## src/rtl/alu_pkg.sv

```systemverilog
// Shared encodings for the sequential calculator ALU: operations, FSM states,
// operand interpretation and the iterative core's mode select.
package alu_pkg;

   typedef enum logic [1:0] {
      OP_ADD = 2'b00,
      OP_SUB = 2'b01,
      OP_MUL = 2'b10,
      OP_DIV = 2'b11
   } op_e;

   typedef enum logic {
      ST_IDLE = 1'b0,
      ST_EXEC = 1'b1
   } state_e;

   typedef enum logic {
      DT_UNSIGNED = 1'b0,
      DT_SIGNED   = 1'b1
   } dtype_e;

   typedef enum logic {
      MODE_MUL = 1'b0,
      MODE_DIV = 1'b1
   } iter_mode_e;

endpackage

```

## src/rtl/alu_iter_core.sv

```systemverilog
// Magnitude-only iterative datapath shared by multiply (shift-add) and divide
// (restoring), one bit per cycle for WIDTH cycles after the start edge.
module alu_iter_core
   import alu_pkg::*;
#(
   parameter int WIDTH = 16
) (
   input  logic               clk,
   input  logic               rst,
   input  logic               start,
   input  iter_mode_e         mode,
   input  logic [WIDTH-1:0]   mag_a,
   input  logic [WIDTH-1:0]   mag_b,
   output logic               done,
   output logic [2*WIDTH-1:0] raw
);

   localparam int CW = $clog2(WIDTH) + 1;

   logic [2*WIDTH-1:0] acc_q, acc_d;
   logic [WIDTH-1:0]   opb_q, opb_d;
   logic [CW-1:0]      cnt_q, cnt_d;
   iter_mode_e         mode_q, mode_d;
   logic               run_q, run_d;

   logic [WIDTH:0]     sum;
   logic [WIDTH:0]     shifted;
   logic [WIDTH-1:0]   trial;

   // Mul keeps {high partial, multiplier} and shifts right; div keeps
   // {remainder, dividend/quotient} and shifts left.
   always_comb begin
      acc_d   = acc_q;
      opb_d   = opb_q;
      cnt_d   = cnt_q;
      mode_d  = mode_q;
      run_d   = run_q;
      sum     = '0;
      shifted = '0;
      trial   = '0;
      if (start) begin
         acc_d  = {{WIDTH{1'b0}}, mag_a};
         opb_d  = mag_b;
         cnt_d  = '0;
         mode_d = mode;
         run_d  = 1'b1;
      end else if (run_q) begin
         if (cnt_q == CW'(WIDTH)) begin
            run_d = 1'b0;
         end else begin
            cnt_d = cnt_q + 1'b1;
            if (mode_q == MODE_MUL) begin
               sum   = {1'b0, acc_q[2*WIDTH-1:WIDTH]} + (acc_q[0] ? {1'b0, opb_q} : '0);
               acc_d = {sum, acc_q[WIDTH-1:1]};
            end else begin
               shifted = acc_q[2*WIDTH-1:WIDTH-1];
               trial   = shifted[WIDTH-1:0] - opb_q;
               if (shifted >= {1'b0, opb_q}) begin
                  acc_d = {trial, acc_q[WIDTH-2:0], 1'b1};
               end else begin
                  acc_d = {shifted[WIDTH-1:0], acc_q[WIDTH-2:0], 1'b0};
               end
            end
         end
      end
   end

   always_ff @(posedge clk or posedge rst) begin
      if (rst) begin
         acc_q  <= '0;
         opb_q  <= '0;
         cnt_q  <= '0;
         mode_q <= MODE_MUL;
         run_q  <= 1'b0;
      end else begin
         acc_q  <= acc_d;
         opb_q  <= opb_d;
         cnt_q  <= cnt_d;
         mode_q <= mode_d;
         run_q  <= run_d;
      end
   end

   assign done = run_q && (cnt_q == CW'(WIDTH));
   assign raw  = acc_q;

endmodule

```

## src/rtl/alu_seq.sv

```systemverilog
// Registered calculator ALU with start/busy/done handshake: single-cycle add/sub,
// iterative signed/unsigned mul and div with quotient/remainder and div-by-zero flag.
module alu_seq
   import alu_pkg::*;
#(
   parameter int WIDTH = 16
) (
   input  logic               clk,
   input  logic               rst,
   input  logic [WIDTH-1:0]   a,
   input  logic [WIDTH-1:0]   b,
   input  logic               data_type,
   input  logic [1:0]         op,
   input  logic               parser_done,
   output logic               busy,
   output logic [2*WIDTH-1:0] cal_result,
   output logic               alu_done,
   output logic               div_zero
);

   state_e             state_q, state_d;
   logic [WIDTH-1:0]   a_q, a_d;
   logic [WIDTH-1:0]   b_q, b_d;
   op_e                op_q, op_d;
   dtype_e             dt_q, dt_d;
   logic [2*WIDTH-1:0] cal_q, cal_d;
   logic               done_q, done_d;
   logic               dz_q, dz_d;

   logic               capture;
   logic               core_start;
   logic               in_signed;
   logic [WIDTH-1:0]   mag_a, mag_b;
   logic               core_done;
   logic [2*WIDTH-1:0] core_raw;
   logic               neg_a, neg_b, neg_res;
   logic [2*WIDTH-1:0] ext_a, ext_b;
   logic [WIDTH-1:0]   quo, rem;
   logic               finish, zero_div;

   // The core is loaded on the capture edge itself, so its magnitudes come
   // straight from the input operands rather than the capture registers.
   assign capture    = (state_q == ST_IDLE) && parser_done;
   assign core_start = capture && ((op_e'(op) == OP_MUL) ||
                                   ((op_e'(op) == OP_DIV) && (b != '0)));
   assign in_signed  = (dtype_e'(data_type) == DT_SIGNED);
   assign mag_a      = (in_signed && a[WIDTH-1]) ? -a : a;
   assign mag_b      = (in_signed && b[WIDTH-1]) ? -b : b;

   alu_iter_core #(.WIDTH(WIDTH)) u_core (
      .clk   (clk),
      .rst   (rst),
      .start (core_start),
      .mode  ((op_e'(op) == OP_DIV) ? MODE_DIV : MODE_MUL),
      .mag_a (mag_a),
      .mag_b (mag_b),
      .done  (core_done),
      .raw   (core_raw)
   );

   assign neg_a   = (dt_q == DT_SIGNED) && a_q[WIDTH-1];
   assign neg_b   = (dt_q == DT_SIGNED) && b_q[WIDTH-1];
   assign neg_res = neg_a ^ neg_b;
   assign ext_a   = {{WIDTH{neg_a}}, a_q};
   assign ext_b   = {{WIDTH{neg_b}}, b_q};
   assign quo     = core_raw[WIDTH-1:0];
   assign rem     = core_raw[2*WIDTH-1:WIDTH];

   always_comb begin
      state_d  = state_q;
      a_d      = a_q;
      b_d      = b_q;
      op_d     = op_q;
      dt_d     = dt_q;
      cal_d    = cal_q;
      done_d   = 1'b0;
      dz_d     = dz_q;
      finish   = 1'b0;
      zero_div = 1'b0;
      case (state_q)
         ST_IDLE: begin
            if (parser_done) begin
               state_d = ST_EXEC;
               a_d     = a;
               b_d     = b;
               op_d    = op_e'(op);
               dt_d    = dtype_e'(data_type);
            end
         end
         ST_EXEC: begin
            case (op_q)
               OP_ADD: begin
                  cal_d  = ext_a + ext_b;
                  finish = 1'b1;
               end
               OP_SUB: begin
                  cal_d  = ext_a - ext_b;
                  finish = 1'b1;
               end
               OP_MUL: begin
                  if (core_done) begin
                     cal_d  = neg_res ? -core_raw : core_raw;
                     finish = 1'b1;
                  end
               end
               OP_DIV: begin
                  // Divide-by-zero bypasses the core entirely.
                  if (b_q == '0) begin
                     cal_d    = {a_q, {WIDTH{1'b1}}};
                     zero_div = 1'b1;
                     finish   = 1'b1;
                  end else if (core_done) begin
                     cal_d  = {(neg_a ? -rem : rem), (neg_res ? -quo : quo)};
                     finish = 1'b1;
                  end
               end
               default: ;
            endcase
         end
         default: state_d = ST_IDLE;
      endcase
      if (finish) begin
         state_d = ST_IDLE;
         done_d  = 1'b1;
         dz_d    = zero_div;
      end
   end

   always_ff @(posedge clk or posedge rst) begin
      if (rst) begin
         state_q <= ST_IDLE;
         a_q     <= '0;
         b_q     <= '0;
         op_q    <= OP_ADD;
         dt_q    <= DT_UNSIGNED;
         cal_q   <= '0;
         done_q  <= 1'b0;
         dz_q    <= 1'b0;
      end else begin
         state_q <= state_d;
         a_q     <= a_d;
         b_q     <= b_d;
         op_q    <= op_d;
         dt_q    <= dt_d;
         cal_q   <= cal_d;
         done_q  <= done_d;
         dz_q    <= dz_d;
      end
   end

   assign busy       = (state_q == ST_EXEC);
   assign cal_result = cal_q;
   assign alu_done   = done_q;
   assign div_zero   = dz_q;

endmodule

```

## config.mk

```make
export PLATFORM = sky130hd
export DESIGN_NAME = alu_seq
export DESIGN_NICKNAME = d
export VERILOG_FILES = /design/src/rtl/alu_pkg.sv /design/src/rtl/alu_iter_core.sv /design/src/rtl/alu_seq.sv
export SDC_FILE = /design/constraint.sdc
export NUM_CORES = 1
export LEC_CHECK = 0
export ABC_AREA = 1
export CAP_MARGIN = 10
export CORE_UTILIZATION = 40
export CTS_BUF_LIST = sky130_fd_sc_hd__clkbuf_8 sky130_fd_sc_hd__clkbuf_16
export CTS_CLUSTER_SIZE = 12
export DETAILED_ROUTE_END_ITERATION = 7
export HOLD_SLACK_MARGIN = 0.05
export PLACE_DENSITY_LB_ADDON = 0.15
export SYNTH_ARGS = -nofsm -noshare
export SYNTH_HDL_FRONTEND = slang
export SYNTH_SLANG_ARGS = --single-unit
```

## constraint.sdc

```tcl
create_clock -name clk -period 6.45 [get_ports clk]
set_input_delay 1.6125 -clock clk [delete_from_list [all_inputs] [get_ports clk]]
set_output_delay 1.6125 -clock clk [all_outputs]
set_load 0.02 [all_outputs]
```

[Yosys cells after proc, flatten, opt, wreduce, memory -nomap -nowiden]
Cells that the tools add are included.
W data, S select, Z words.
Word-level totals
  word-level logic and storage cells: 85
  output and inout bits: 35
  bits in registers: 125
Cells by class
  multiplexer cells: 33
  equal/unequal tests: 9
  bitwise gates (word level): 2
  order comparisons: 1
  add/sub/neg operators: 10
  reductions and logical operators: 17
Operators with widths (number)
  $mux W32: 9
  $pmux W32 S4: 1
  $mux W16: 5
  $neg A16 Y16: 4
  $neg A32 Y32: 1
  $add A17 B17 Y18: 1
  $sub A17 B17 Y18: 1
  $add A16 B17 Y17: 1
  $ge A17 B16 Y1: 1
  $logic_not A16 Y1: 1
  $reduce_bool A16 Y1: 1
  $sub A16 B16 Y16: 1
  $mux W5: 3
  $mux W1: 14
  $eq A2 B2 Y1 const B: 4
  $logic_and A1 B1 Y1: 8
  $add A5 B1 Y5 const B: 1
  $eq A5 B5 Y1 const B: 1
  $ne A2 B2 Y1 const B: 2
  $reduce_and A2 Y1: 2
  $ne A3 B3 Y1 const B: 1
  $pmux W1 S3: 1
  $reduce_and A3 Y1: 1
  $eq A2 B1 Y1 const B: 1
  6 further kinds: 6

[Depth between registers and ports, before layout]
Gate-level depths: netlist (run 1).
  word-level depth: 7
  depth in mapped cells: 20
  gate-level depth less buffers: 16

[Cells and area by module]
Synthesis (run 1) repeated with hierarchy kept, for this count alone.
Unflattened totals
  cell total of the unflattened synthesis: 1923
  area, all modules: 12079.1 um^2
Modules (own cells, without submodules)
  alu_seq: cells each 1207, area each 7357.1 um^2, instances 1
  alu_iter_core: cells each 716, area each 4722.0 um^2, instances 1

[Worst setup path after synthesis (run 1)]
OpenSTA, ideal clock, no wires.
  path kind: input port to flip-flop
  start: in b[0]
  end: reg u_core.acc_q[16] (netlist: u_core.raw[16])
  required time: 6374 ps
  data arrival time: 2893 ps
  stages: 12
  setup slack: 3481 ps
  path buffers: 1
  setup time: 76 ps
  cell sequence: inv_1 -> ha_1 -> nand3_1 -> nor2_2 -> nand3_1 -> nand3b_4 -> nand2_4 -> nand2_2 -> buf_2 -> a21oi_1 -> nand2_1 -> o21ai_1
Between the ends
  longest elaborated chain between the ends: 6
  elaborated cells on any way between the ends: 8
Ends and longest elaborated chain
  start, declared: line alu_seq.sv:11  | input logic [WIDTH-1:0] b,
  $reduce_bool A16 Y1 *: line alu_seq.sv:45  | ((op_e'(op) == OP_DIV) && (b != '0)));
  $logic_and A1 B1 Y1 *: line alu_seq.sv:45
  $logic_or A1 B1 Y1 *: line alu_seq.sv:44  | assign core_start = capture && ((op_e'(op) == OP_MUL) ||
  $logic_and A1 B1 Y1 *: line alu_seq.sv:44
  $ne A2 B2 Y1 (no line) / $reduce_bool A2 Y1 (equally long branches)
  $reduce_and A2 Y1 (no line)
  end signal, assigned: line alu_iter_core.sv:70  | acc_q <= '0;
  end signal, assigned: line alu_iter_core.sv:76  | acc_q <= acc_d;
  end, declared: line alu_iter_core.sv:20  | logic [2*WIDTH-1:0] acc_q, acc_d;
Mark *: on every way between the ends. The rest lies on a longest branch, timed or not.
A chain may end at the register's enable or synchronous reset.

[Worst setup path after layout (run 1)]
  start: in parser_done
  end: reg u_core.acc_q[11] (netlist: u_core.raw[11])
Between the ends
  longest elaborated chain between the ends: 4
  elaborated cells on any way between the ends: 6
Ends and longest elaborated chain
  start, declared: line alu_seq.sv:14  | input logic parser_done,
  $logic_and A1 B1 Y1 *: line alu_seq.sv:43  | assign capture = (state_q == ST_IDLE) && parser_done;
  $logic_and A1 B1 Y1 *: line alu_seq.sv:44
  $ne A2 B2 Y1 (no line) / $reduce_bool A2 Y1 (equally long branches)
  $reduce_and A2 Y1 (no line)
Marked as above.

==> results by group, run 1 <==
Outcome
  • Outcome: finished clean

Critical path
  • Slowest CP cell: clkdlybuf4s50_1
  • Reg2reg setup slack: 3.03 ns
  • Reg2Reg Launch Point: a_q[15]
  • Element type at the critical path end: flip-flop
  • Cells along the critical path: clkdlybuf4s50_1 > inv_1 > nor2_4 > buf_4 > nand2_1 > inv_1 > nand2_4 > nand2_4 > clkinv_2 > nand2_1 > o21ai_0 > nor2_1
  • CP peak stage delay: 0.46 ns
  • Startpoint types: input port
  • CP max FO: 46
  • CP Class: input port to flip-flop
  • Worst r2r path cells: 15
  • WP data arrival: 4.26 ns
  • Critical R2R Capture: cal_result[31]
  • Req. time, crit path: 6.81 ns

STA
  • Setup TNS: 0 ns
  • Fin crit period: 3.89 ns
  • Clock skew: 0.0154 ns
  • Worst slew pin tran: 0.942 ns
  • Hold slack: 0.483 ns
  • Pins over their slew limit: 0
  • Hold Vio Cnt, Final: 0
  • # setup viols final: 0
  • Slew margin rel.: 0.370
  • Setup ws final: 2.56 ns
  • RSZ-0062 raised after global routing: false
  • Fin crit share: 0.604
  • Max Freq: 257 MHz

Clocking
  • Worst-Skew Late Latency: 0.44 ns
  • # H-tree levels: 4
  • CTS buffer count: 17
  • Hold buffer count at cts: 0
  • Root buf cell: clkbuf_16
  • Clock sinks: 125
  • CTS max path bufs: 2
  • CTS clock-pin slew for the worst setup and hold paths: 0.06 ns
  • Post-CTS setup repair buffer count: 0
  • CTS tree: yes
  • CTS resizes: 0

GRT
  • Total congestion overflow: 0
  • First-pass GRT wire length: 69500 um
  • Vias in the first global route: 11800
  • Aggregate global-route resource usage: 0.297
  • Initial antenna violation count: 1
  • Largest net degree at the start of global routing: 55

Drt
  • Drt first pass iters: 6
  • Vias: 12900
  • Via density: 5.45
  • DRC errors left: 0
  • Final ANT Viol Nets: 0
  • Final WL: 45000 um
  • DRT iter0 DRCs: 1268
  • Drt wl/cell: 19.1 um

Yosys
  • Synth Cell Area: 0.0120 mm2
  • Post-synth top area share: 0.260
  • Main synth FF type: dfrtp_1
  • Cells after synthesis: 1924
  • Post-synth EDFFs: 0
  • Syn_nets: 2037
  • Post-synthesis sequential area ratio: 0.260
  • Avg Cell Area, Syn: 6.25 um2
  • Area leader, netlist: dfrtp_1
  • Largest cells by area after synthesis: dfrtp_1 (26%), nand2_1 (17%), nand3_1 (8.8%), nor2_1 (7.4%), ha_1 (7.4%)
  • Yosys warning total: 0
  • Distinct cell type count after synthesis: 49
  • Post-synth ARST share: 1.00
  • Yosys reg bits: 125

Finish
  • Area delta synth->final: 12.9%
  • Fraction of layout cells with a size suffix above 1: 0.0573
  • Final net count: 2073

Placed design
  • Gp weighted congestion: 0.963
  • I/O Buffers: 72
  • DP Worst Slack: 2.20 ns
  • Post-DP HPWL: 35800 um

Die
  • Die H: 175 um
  • # rows: 63
  • Chip width: 175 um
  • Starting density of the core: 0.406
  • I/O Pins: 73
  • Core area: 0.0296 mm2
  • Die area: 0.0308 mm2

Worst hold path
  • Hold Path Sink: cal_result[2]
  • Hold wc startpoint: cal_result[2]
  • Hold Crit Depth: 2
  • Hold Path Class: flip-flop to flip-flop

Flow run
  • Max Cap Viol: 0
[synth_stat cells (7+ instances only)]
cell type	instances
nor3_1	16
nand3b_1	7
xor2_1	34
ha_1	71
nand3_1	212
buf_2	21
inv_2	13
nor2_2	14
inv_1	224
o21bai_1	12
or2_2	7
nand3_2	12
dfrtp_1	125
xnor2_1	7
a21oi_1	97
o21ai_0	135
nand2_1	529
o211ai_1	9
clkbuf_1	20
nor2_1	237
nand2_2	10
nand4_1	29
buf_4	8
[cell families (layout without fill, tap and decap cells)]
logic type / after synthesis / after routing / share of synthesized area
simple gates: 1093 / 1093 / 0.396
xor+xnor: 41 / 41 / 0.0299
buf+inv: 301 / 350 / 0.103
fa+ha+maj: 75 / 75 / 0.0805
flops: 125 / 125 / 0.260
compound gates: 289 / 289 / 0.131
other cells: 0 / 1 / 0
[registers in the layout (all words and copies together) (netlist names)]
name and cells:
a_q 16, alu_done 1, b_q 16, busy 1, cal_result 32, div_zero 1
dt_q 1, op_q 2, u_core.cnt_q 5, u_core.mode_q 1, u_core.opb_q 16, u_core.raw 32
u_core.run_q 1
[metrics by stage]
step                      instances  utilization  area, um2
after detailed placement       2331        0.437      13000
after global routing           2363        0.458      13600
after global placement         2331        0.437      13000
final                          2364        0.458      13600
after CTS                      2363        0.458      13600
after floorplan                1924            -      12000
[layer usage]
layer / up-vias / track usage / routed length (um)
met2: 506 / 0.463 / 20100
met1: 6020 / 0.419 / 20600
met3: 69 / 0.0433 / 2860
li1: 6296 / - / -
met5: - / 0 / 0
met4: 0 / 0.100 / 1460
[worst max path at each step]
stage | cells past startpoint | start | end | slack, ns
finish | 12 | parser_done | u_core.raw[11] | 2.56
global route | 12 | b[1] | u_core.raw[18] | 2.35
CTS | 12 | b[1] | u_core.raw[18] | 2.63
detailed placement | 12 | b[1] | u_core.raw[22] | 2.20
global placement | 12 | b[1] | u_core.raw[21] | 2.22
floorplan | 1 | rst | a_q[0] | 1.51
[cells in the final DEF, fill, tap and decap left out, drive strengths merged, types with 4 or more instances in the layout]
| cell | instances |
|---|---|
| nand2 | 545 |
| nor2 | 255 |
| inv | 245 |
| nand3 | 224 |
| o21ai | 141 |
| dfrtp | 125 |
| a21oi | 100 |
| clkdlybuf4s50 | 72 |
| ha | 71 |
| xor2 | 34 |
| nand4 | 29 |
| nor3 | 18 |
| clkbuf | 17 |
| o21bai | 12 |
| o211ai | 9 |
| nand3b | 8 |
| or2 | 7 |
| xnor2 | 7 |
| a21o | 6 |
| o22ai | 6 |
| buf | 6 |
| clkinv | 6 |
| fa | 4 |
[layout make-up]
cell class | count | area [um2]
Fill cell | 3256 | 16100
Antenna cell | 1 | 2.50
Clock buffer | 17 | 425
Tap cell | 390 | 488
Sequential cell | 125 | 3130
Multi-Input combinational cell | 1498 | 7670
Clock inverter | 15 | 196
Inverter | 240 | 906
Timing Repair Buffer | 78 | 766
[critical path: cells and delay by family]
kind	cells	cell delay (ns)
AO/OA/AOI/OAI	1	0.09
buffers and inverters	5	1.42
AND/OR/NAND/NOR	6	1.06
Power of run 1 is not shown: default switching activity piles up to over one toggle a cycle in this logic, so the estimate is an artifact.
==> inputs of run 2 (changes only) <==
==> constraint.sdc (replaced) <==
create_clock -name clk -period 3.75 [get_ports clk]
set_input_delay 0.9375 -clock clk [delete_from_list [all_inputs] [get_ports clk]]
set_output_delay 0.9375 -clock clk [all_outputs]
set_load 0.02 [all_outputs]
==> results by group, run 2 (same netlist as run 1, synthesis figures left out) <==
Die
  • Die area: 0.0308 mm2 (unchanged)
  • Starting density of the core: 0.406 (unchanged)
  • Die H: 175 um (unchanged)
  • Chip width: 175 um (unchanged)
  • Core area: 0.0296 mm2 (unchanged)
  • I/O Pins: 73 (unchanged)
  • # rows: 63 (unchanged)

Clocking
  • Post-CTS setup repair buffer count: 0 (unchanged)
  • CTS max path bufs: 2 (unchanged)
  • Clock sinks: 125 (unchanged)
  • Root buf cell: clkbuf_16
  • CTS clock-pin slew for the worst setup and hold paths: 0.06 ns (about the same)
  • CTS tree: yes
  • Hold buffer count at cts: 0 (unchanged)
  • # H-tree levels: 4 (unchanged)
  • CTS resizes: 0 (unchanged)
  • Worst-Skew Late Latency: 0.43 ns (about the same)
  • CTS buffer count: 17 (unchanged)

Drt
  • DRC errors left: 0 (unchanged)
  • DR top layer: met4
  • Final WL: 44300 um (-1.6%)
  • Final ANT Viol Nets: 0 (unchanged)
  • DRT iter0 DRCs: 1166 (-8.0%)
  • Drt first pass iters: 6 (unchanged)
  • Met2 WL: 18900 um (-5.9%)
  • Routed length on met1: 20600 um (about the same)
  • Via density: 5.45 (-0.14%)
  • Vias: 12900 (+0.12%)
  • Met3 WL post-DR: 3060 um (+6.9%)
  • Drt wl/cell: 18.7 um (-1.9%)

Critical path
  • Element type at the critical path end: flip-flop
  • Critical R2R Capture: cal_result[28]
  • Reg2Reg Launch Point: op_q[1]
  • Reg2reg setup slack: 0.91 ns (-2.12 ns)
  • Req. time, crit path: 4.09 ns (-2.72 ns)
  • CP peak stage delay: 0.47 ns (about the same)
  • Startpoint types: input port
  • CP Class: input port to flip-flop
  • Slowest CP cell: clkdlybuf4s50_1
  • CP max FO: 19 (-59%)
  • WP data arrival: 3.29 ns (-0.97 ns)
  • CP dominant cell by count: nand3_1
  • Worst r2r path cells: 9 (-6)
  • Cells along the critical path: clkdlybuf4s50_1 > inv_1 > ha_1 > nand3_1 > nor2_2 > nand3_1 > nand3b_4 > nand2_4 > nand2_2 > inv_2 > nand3_1 > o21ai_0

STA
  • RSZ-0062 raised after global routing: false
  • Hold Vio Cnt, Final: 0 (unchanged)
  • Setup TNS: 0 ns (unchanged)
  • Pins over their slew limit: 0 (unchanged)
  • # setup viols final: 0 (unchanged)
  • Fin crit period: 2.95 ns
  • Worst slew pin tran: 0.813 ns (-0.128 ns)
  • Fin crit share: 0.787
  • Max Freq: 339 MHz
  • Slew margin rel.: 0.458 (+0.0879)
  • Clock skew: 0.0111 ns (-0.00427 ns)

GRT
  • Vias in the first global route: 11800 (+0.23%)
  • Aggregate global-route resource usage: 0.291 (-0.00615)
  • First-pass GRT wire length: 68400 um (-1.7%)
  • Largest net degree at the start of global routing: 51 (-7.3%)
  • Initial antenna violation count: 0 (-1)
  • Total congestion overflow: 0 (unchanged)

Worst hold path
  • Hold Path Sink: cal_result[11]
  • Hold wc startpoint: cal_result[11]
  • Hold Path Class: flip-flop to flip-flop
  • Hold Crit Depth: 2 (unchanged)

Finish
  • Antenna fix cells: 0 (-1)
  • Final net count: 2080 (+0.34%)
  • Commonest non-fill, non-tap cell in the layout: nand2_1
  • Most frequent cells in the layout: nand2_1 (529), nor2_1 (237), inv_1 (224), nand3_1 (212), o21ai_0 (135)
  • Fraction of layout cells with a size suffix above 1: 0.0601 (+0.00283)
  • Area delta synth->final: 13.3%

Flow run
  • Max Cap Viol: 0 (unchanged)

Placed design
  • I/O Buffers: 72 (unchanged)
  • Gp weighted congestion: 0.988 (+2.6%)
  • Post-DP HPWL: 35600 um (-0.47%)

Outcome
  • Outcome: finished clean
==> run 2: worst max-delay path by stage <==
stage / from / to / slack [ns] / cells past startpoint
floorplan: rst / a_q[0] / 1.27 / 1
global placement: b[1] / u_core.raw[21] / 0.46 / 12
detailed placement: b[1] / u_core.raw[19] / 0.39 / 12
CTS: b[1] / u_core.raw[19] / 0.81 / 12
global route: b[1] / u_core.raw[19] / 0.58 / 12
finish: b[1] / u_core.raw[19] / 0.80 / 12
==> run 2: worst max-delay path: cells and delay by family <==
kind                     cells  cell delay [ns]
AO/OA/AOI/OAI                1             0.09
adder cells (fa/ha/maj)      1             0.19
buffers and inverters        3             0.94
AND/OR/NAND/NOR              7             1.12
==> run 2: per-stage QoR <==
stage / hold WS, ns / utilization / setup WS [ns] / cell area, um2 / cells
6_report: 0.483 / 0.460 / 0.799 / 13600 / 2370
5_1_grt: 0.507 / 0.460 / 0.579 / 13600 / 2370
4_1_cts: 0.488 / 0.460 / 0.812 / 13600 / 2370
3_5_place_dp: 0.471 / 0.439 / 0.395 / 13000 / 2338
3_3_place_gp: 0.464 / 0.439 / 0.462 / 13000 / 2338
2_1_floorplan: 0.470 / - / 1.27 / 12000 / 1924
==> run 2: final cells by class <==
| type | instances | area, um2 |
|---|---|---|
| fillers | 3259 | 16000 |
| repair buffers | 85 | 831 |
| clock buffers | 17 | 425 |
| clock inverters | 15 | 186 |
| well taps | 390 | 488 |
| flip-flops and latches | 125 | 3130 |
| inverters | 240 | 907 |
| multi-input cells | 1498 | 7670 |
==> run 2: routing by layer <==
layer,track usage,up-vias
met2,0.437,483
met1,0.416,6041
met3,0.0472,57
met4,0.109,0
met5,0,-
li1,-,6325
Power of run 2 is left out for the same reason.
